[src/rtl/top_bus.sv]
// Four-port packet interconnect: per-device ingress/egress FIFOs joined by a
// round-robin arbiter that moves one unicast or broadcast packet per clock.
module top_bus #(
    parameter int         PCKG_SZ   = 65,
    parameter int         DEPTH     = 8,
    parameter logic [2:0] BROADCAST = 3'b111
) (
    input  logic               clk,
    input  logic               reset,
    input  logic               push_device0,
    input  logic               push_device1,
    input  logic               push_device2,
    input  logic               push_device3,
    input  logic [PCKG_SZ-1:0] D_push_device0,
    input  logic [PCKG_SZ-1:0] D_push_device1,
    input  logic [PCKG_SZ-1:0] D_push_device2,
    input  logic [PCKG_SZ-1:0] D_push_device3,
    input  logic               pop_device0,
    input  logic               pop_device1,
    input  logic               pop_device2,
    input  logic               pop_device3,
    output logic [PCKG_SZ-1:0] D_pop_device0,
    output logic [PCKG_SZ-1:0] D_pop_device1,
    output logic [PCKG_SZ-1:0] D_pop_device2,
    output logic [PCKG_SZ-1:0] D_pop_device3,
    output logic               pndng_device0,
    output logic               pndng_device1,
    output logic               pndng_device2,
    output logic               pndng_device3
);

    localparam int AW = $clog2(DEPTH);
    typedef logic [AW:0]   cnt_t;
    typedef logic [AW-1:0] ptr_t;

    logic [3:0]         push;
    logic [3:0]         pop;
    logic [PCKG_SZ-1:0] din  [4];
    logic [PCKG_SZ-1:0] dout [4];
    logic [3:0]         pndng;

    assign push    = {push_device3, push_device2, push_device1, push_device0};
    assign pop     = {pop_device3, pop_device2, pop_device1, pop_device0};
    assign din[0]  = D_push_device0;
    assign din[1]  = D_push_device1;
    assign din[2]  = D_push_device2;
    assign din[3]  = D_push_device3;

    assign D_pop_device0 = dout[0];
    assign D_pop_device1 = dout[1];
    assign D_pop_device2 = dout[2];
    assign D_pop_device3 = dout[3];
    assign pndng_device0 = pndng[0];
    assign pndng_device1 = pndng[1];
    assign pndng_device2 = pndng[2];
    assign pndng_device3 = pndng[3];

    logic [PCKG_SZ-1:0] in_mem [4][DEPTH];
    ptr_t               in_rd  [4];
    ptr_t               in_wr  [4];
    cnt_t               in_cnt [4];

    logic [PCKG_SZ-1:0] eg_mem [4][DEPTH];
    ptr_t               eg_rd  [4];
    ptr_t               eg_wr  [4];
    cnt_t               eg_cnt [4];

    logic [PCKG_SZ-1:0] head [4];
    logic [3:0]         dest [4];
    logic [3:0]         in_we;
    logic [3:0]         in_re;
    logic [3:0]         eg_we;
    logic [3:0]         eg_pop;
    logic [3:0]         eg_space;
    logic [3:0]         cand;
    logic [1:0]         rr_ptr;
    logic [1:0]         gnt_idx;
    logic [1:0]         scan;
    logic               gnt_vld;
    logic [PCKG_SZ-1:0] gnt_data;

    // Invalid targets (4..6) route nowhere, so they are always eligible and vanish.
    function automatic logic [3:0] route(input logic [2:0] tgt, input logic [1:0] src);
        route = 4'b0000;
        if (tgt == BROADCAST)
            route = 4'hf & ~(4'b0001 << src);
        else if (!tgt[2])
            route = 4'b0001 << tgt[1:0];
    endfunction

    always_comb begin
        for (int i = 0; i < 4; i++) begin
            pndng[i]    = eg_cnt[i] != '0;
            dout[i]     = pndng[i] ? eg_mem[i][eg_rd[i]] : '0;
            eg_pop[i]   = pop[i] && pndng[i];
            eg_space[i] = (eg_cnt[i] != cnt_t'(DEPTH)) || eg_pop[i];
            in_we[i]    = push[i] && (in_cnt[i] != cnt_t'(DEPTH));
            head[i]     = in_mem[i][in_rd[i]];
            dest[i]     = route(head[i][PCKG_SZ-1 -: 3], 2'(i));
        end
        for (int i = 0; i < 4; i++)
            cand[i] = (in_cnt[i] != '0) && ((dest[i] & ~eg_space) == 4'b0000);
    end

    // Scan downward so the candidate nearest rr_ptr is the last one assigned.
    always_comb begin
        gnt_vld = 1'b0;
        gnt_idx = rr_ptr;
        scan    = rr_ptr;
        for (int k = 3; k >= 0; k--) begin
            scan = rr_ptr + 2'(k);
            if (cand[scan]) begin
                gnt_vld = 1'b1;
                gnt_idx = scan;
            end
        end
        gnt_data = head[gnt_idx];
        eg_we    = gnt_vld ? dest[gnt_idx] : 4'b0000;
        for (int i = 0; i < 4; i++)
            in_re[i] = gnt_vld && (gnt_idx == 2'(i));
    end

    always_ff @(posedge clk) begin
        for (int i = 0; i < 4; i++) begin
            if (in_we[i])
                in_mem[i][in_wr[i]] <= din[i];
            if (eg_we[i])
                eg_mem[i][eg_wr[i]] <= gnt_data;
        end
    end

    always_ff @(posedge clk or negedge reset) begin
        if (!reset) begin
            rr_ptr <= 2'd0;
            for (int i = 0; i < 4; i++) begin
                in_rd[i]  <= '0;
                in_wr[i]  <= '0;
                in_cnt[i] <= '0;
                eg_rd[i]  <= '0;
                eg_wr[i]  <= '0;
                eg_cnt[i] <= '0;
            end
        end else begin
            if (gnt_vld)
                rr_ptr <= gnt_idx + 2'd1;
            for (int i = 0; i < 4; i++) begin
                if (in_we[i])
                    in_wr[i] <= in_wr[i] + ptr_t'(1);
                if (in_re[i])
                    in_rd[i] <= in_rd[i] + ptr_t'(1);
                in_cnt[i] <= in_cnt[i] + cnt_t'(in_we[i]) - cnt_t'(in_re[i]);
                if (eg_we[i])
                    eg_wr[i] <= eg_wr[i] + ptr_t'(1);
                if (eg_pop[i])
                    eg_rd[i] <= eg_rd[i] + ptr_t'(1);
                eg_cnt[i] <= eg_cnt[i] + cnt_t'(eg_we[i]) - cnt_t'(eg_pop[i]);
            end
        end
    end

endmodule

[config.mk]
export PLATFORM = sky130hd
export DESIGN_NAME = top_bus
export DESIGN_NICKNAME = d
export VERILOG_FILES = /design/src/rtl/top_bus.sv
export SDC_FILE = /design/constraint.sdc
export NUM_CORES = 2
export LEC_CHECK = 0
export BUFFER_PORTS_ARGS = -buffer_cell sky130_fd_sc_hd__buf_2
export CORE_MARGIN = 2
export CORE_UTILIZATION = 60
export CTS_BUF_LIST = sky130_fd_sc_hd__clkbuf_16
export DETAILED_ROUTE_END_ITERATION = 16
export PLACE_DENSITY = 0.77
export SETUP_SLACK_MARGIN = 0.15
export SLEW_MARGIN = 20
export SYNTH_ARGS = -nofsm -noshare
export SYNTH_HDL_FRONTEND = slang
export SYNTH_MEMORY_MAX_BITS = 65536
export SYNTH_SLANG_ARGS = --single-unit
export TNS_END_PERCENT = 1
[constraint.sdc]
create_clock -name clk -period 11.8 [get_ports clk]
set_input_delay 0 -clock clk [delete_from_list [all_inputs] [get_ports clk]]
set_output_delay 0 -clock clk [all_outputs]
set_load 0.005 [all_outputs]
==> Word-level counts from Yosys, hierarchy flattened <==
Memories as Yosys holds them, arrays and structs flattened.
Index checks and enable logic that the tools add are counted.
{ "op_classes": {"n_mux": 91, "addsub": 36, "eq_ne": 15, "n_shift": 4, "n_reduce_logical": 41, "bitwise_logic": 22, "order_cmp": 29} }
{ "op_table": {"columns": ["cell", "n"], "rows": [
  ["$mux 520", 8],
  ["$mux 65", 30],
  ["$bmux 65 s3", 8],
  ["$demux 65 s3", 8],
  ["$bmux 65 s2", 1],
  ["$ge 4x4->1 const B", 16],
  ["$not 3->4", 16],
  ["$add 3x1->3 const B", 16],
  ["$mux 4", 11],
  ["$add 4x1->4", 8],
  ["$lt 4x1->1 const B", 8],
  ["$ne 4x4->1 const B", 8],
  ["$reduce_bool 4->1", 8],
  ["$sub 4x1->4", 8],
  ["$logic_and 1x1->1", 24],
  ["$and 4x4->4", 4],
  ["$logic_not 4->1", 4],
  ["$mux 1", 16],
  ["$shl 1x2->4 const A", 4],
  ["$eq 3x3->1 const B", 4],
  ["$lt 2x3->1 const B", 4],
  ["$bmux 1 s2", 4],
  ["$bmux 4 s2", 1],
  ["$mux 2", 4],
  ["9 further kinds", 15]
]} }
{ "totals": {"n_memories": 2, "regBits": 82, "wordCells": 265, "input_bits": 270, "ram_bits": 4160} }
{ "memory_table": {"columns": ["memory", "words", "width", "read_ports", "rd_clocked_by_memory_dff", "write_ports", "line", "rtl"], "rows": [
  ["eg_mem", 4, 520, 4, 0, 4, "63", "logic [PCKG_SZ-1:0] eg_mem [4][DEPTH];"],
  ["in_mem", 4, 520, 4, 0, 4, "58", "logic [PCKG_SZ-1:0] in_mem [4][DEPTH];"]
]} }

==> Longest topological paths before layout <==
{ "depth": {"ltp_word": 23, "depth_mapped": 23, "ltp_nobuf": 19} }

==> Worst setup path before layout <==
Ideal clock, no wire load.
{ "synth_path": {"kind": "register -> register", "start": "register in_rd[4] (netlist bit)", "end": "memory eg_mem[0][195] (netlist bit), enable pin", "arrival_time_ns": 9.440, "path_stages_with_launch": 16, "path_buffers": 3, "setup_time_ns": 0.648, "setup_slack_ns": 1.711, "path_cell_list": "dfrtp_1 buf_2 mux4_2 mux2_2 or3b_1 a31oi_2 nor2_1 o311a_1 a211o_1 buf_6 inv_6 buf_6 o221ai_2 a21oi_4 inv_4 nor4_1"} }
{ "synth_rtl": {"columns": ["item", "line", "rtl"], "rows": [
  ["start, declared", "59", "ptr_t in_rd [4];"],
  ["start signal, assigned by index", "150", "in_rd[i] <= in_rd[i] + ptr_t'(1);"],
  ["end, declared", "63", null]
]} }

==> run summary <==
power density cells: 332 nW/um^2
Hold Path Class: in -> reg
CTS Buffer Depth: 4
internal power: 39.8 mW
antenna viol nets, final: 0
clock transition at the registers of the reported paths: 0.06 ns
reg2reg end: eg_mem[0][94]
total grt overflow: 0
sequential share of power: 41.3%
Crit path arrival time: 8.30 ns
share of cells above drive strength 1: 30.2%
Comb power frac: 38.1%
htree depth: 5
most used cell, CP: buf_4
P&R area growth vs syn: 16.8%
FP Rows: 191
Total Routing Usage GR: 31.6%
unrepaired setup endpoints after global routing: false
DR iter-0 viols: 11.7k
TNS Setup: 0 ns
Syn Nets: 7602
Lkg Pwr: 63.5 nW
Resize count post-CTS: 0
Seq/Total Area, Yosys: 77.7%
CP Launch Type: register
status: completed
Critical Path Max Stage Delay: 1.06 ns
worst reg2reg setup slack: 4.05 ns
Placeable Area: 271000 sq um
Crit. End Element: register
port buffer count: 533
Post-Syn Area: 164000 sq um
WS Path Type: reg -> reg
RePlAce Congestion: 0.905
die height: 526 um
Detailed Route WL: 440000 um
relative slew slack: 23.2%
Mean Syn Cell Area: 22.5 sq um
global-route wire length before repair: 618000 um
crit path capture: eg_mem[0][94]
clk root buf: clkbuf_16
clock power share: 20.6%
most frequent cells in the layout: edfxtp_1 (4160), mux4_2 (1040), dlygate4sd3_1 (532), buf_2 (532), clkbuf_16 (409)
Critical Path RT: 12.35 ns
CTS sink cnt: 4242
worst slew pin tran: 1.12 ns
R2R depth: 15
pre-CTS WS: 4.13 ns
most used flip-flop cell after synthesis: edfxtp_1
Tcrit/Tclk final: 65.7%
Via density: 6.59
Worst path slowest cell: dfrtp_4
main area contributors after synthesis: edfxtp_1 (76%), mux4_2 (14%), mux2i_1 (2.4%), dfrtp_1 (1.3%), mux2_2 (0.96%)
DP HPWL: 249000 um
dominant cell type by area after synthesis: edfxtp_1
switching share of power: 37.2%
die area: 277000 sq um
final hold vios: 0
max frequency: 129 MHz
CP Launch Point: in_rd[9]
worst path cell trace: buf_4, mux4_2, mux2i_4, nor2_1, a221o_1, or2_1, o311a_1, a211o_1, inv_8, o221ai_2, a21oi_4, inv_4, nor4b_4, buf_4, buf_4
# DRC: 0
Worst-Skew Late Latency: 1.01 ns
num ports: 534
fin. max-slew vios: 0
post-synth cell types: 69
initial antenna violation count: 111
Yosys top cell area share: 76.4%
Synth Instances: 7258
post-CTS setup buffers: 0
via count: 82.6k
TritonCTS clock tree: built
DR WL/cell: 35.1 um
Final WS setup: 4.05 ns
Die Width: 526 um
number of buffers created by CTS: 405
switching power: 23.5 mW
FF-to-FF Start: in_rd[9]
vias in the first global route: 83.5k
Yosys Warn Count: 0
Initial Util: 60.3%
commonest non-fill, non-tap cell in the layout: edfxtp_1
largest net degree at the start of global routing: 153
Nets: 8915
Setup Skew: 0.116 ns
worst-path fanout max: 152
max_cap viols: 0
Detailed Routing Iterations Pass 1: 8
Synth Register Bits: 4242
Setup Viol. Count Final: 0
Worst VDD drop: 374 uV
Post-synth EDFFs: 4160
asr flop ratio synth: 1.93%
fin crit period: 7.75 ns
[worst max-delay path: cells and delay by family, from the launching register on]
family,cells,cell delay (ns)
buf+inv,5,2.83
compound gates,5,1.59
flops,1,1.06
mux,2,1.01
simple gates,3,0.67
[timing repair]
action / 4_1_cts / 5_1_grt
hold buffers: 533 / 0
setup endpoints to repair: 0 / 0
hold endpoints to repair: 2229 / 0
[cells by family after synthesis]
group           share of synthesized area, %
compound gates                         0.974
xor+xnor                               0.268
fa+ha+maj                              0.603
buf+inv                                 1.09
flops                                   77.7
mux                                     17.8
simple gates                            1.63
[flip-flops by register name, summed over array words and instances (netlist names)]
name    cells
eg_mem   2080
in_mem   2080
eg_cnt     16
in_cnt     16
eg_rd      12
eg_wr      12
in_rd      12
in_wr      12
rr_ptr      2
[layout make-up]
type / instances / area (sq um)
diodes: 47 / 118
inverters: 64 / 255
clock inverters: 345 / 3070
repair buffers: 1294 / 9980
multi-input cells: 2564 / 35800
clock buffers: 409 / 10200
fillers: 15200 / 80100
well taps: 3570 / 4470
flip-flops and latches: 4242 / 127000
[through the flow]
stage | util (%) | std cells | cell area [sq um] | power, mW | hold slack, ns
2_1_floorplan | - | 7258 | 164000 | 38.7 | -0.296
3_3_place_gp | 63.3 | 11200 | 172000 | 48.1 | 0.0631
3_5_place_dp | 63.4 | 11200 | 172000 | 49.2 | 0.0690
4_1_cts | 70.2 | 12500 | 190000 | 62.5 | 0.00179
5_1_grt | 70.4 | 12500 | 191000 | 65.3 | 0.0367
6_report | 70.5 | 12500 | 191000 | 63.3 | 0.0810
[layer usage]
layer / vias to the layer above / wire length, um / GRT usage [%]
met4: 108 / 23900 / 14.7
met3: 921 / 54500 / 9.54
met1: 43000 / 148000 / 40.8
met2: 5611 / 213000 / 49.9
met5: - / 732 / 0
li1: 33000 / - / -
[worst min-delay path by stage]
stage          depth (start not counted)                from              to
2_1_floorplan                          0               reset       eg_cnt[0]
3_3_place_gp                           1               reset       in_wr[10]
3_5_place_dp                           1               reset       in_wr[10]
4_1_cts                                2  D_push_device3[40]  in_mem[3][365]
5_1_grt                                2  D_push_device3[62]  in_mem[3][192]
6_report                               2  D_push_device3[40]  in_mem[3][365]
[power by group through the flow]
stage	Combinational [mW]	Clock (mW)	Sequential, mW
2_1_floorplan	12.9	0	25.8
3_3_place_gp	22.0	0	26.1
4_1_cts	23.3	13.1	26.2
3_5_place_dp	22.8	0	26.3
5_1_grt	25.2	13.6	26.4
6_report	24.1	13.0	26.2
[cell usage after synthesis (3+ instances only)]
| library cell | number |
|---|---|
| nand2b_1 | 19 |
| nor2_1 | 314 |
| and2_1 | 15 |
| a21oi_1 | 11 |
| mux2i_1 | 395 |
| o21a_1 | 3 |
| buf_2 | 29 |
| ha_1 | 66 |
| a211oi_1 | 3 |
| nor3_1 | 19 |
| nor4b_2 | 14 |
| nand2_1 | 188 |
| mux4_2 | 1040 |
| o21ai_0 | 129 |
| dfrtp_1 | 82 |
| inv_1 | 60 |
| edfxtp_1 | 4160 |
| xnor2_1 | 27 |
| fa_1 | 8 |
| nand3_1 | 9 |
| a22oi_1 | 5 |
| nor3b_1 | 5 |
| mux2i_4 | 3 |
| mux2_2 | 140 |
| o21ai_1 | 7 |
| o211ai_1 | 65 |
| buf_6 | 6 |
| nor4_1 | 6 |
| a21o_1 | 8 |
| buf_1 | 130 |
| xor2_1 | 23 |
| clkbuf_1 | 222 |
Note: power is estimated with default switching activity, not from simulation.
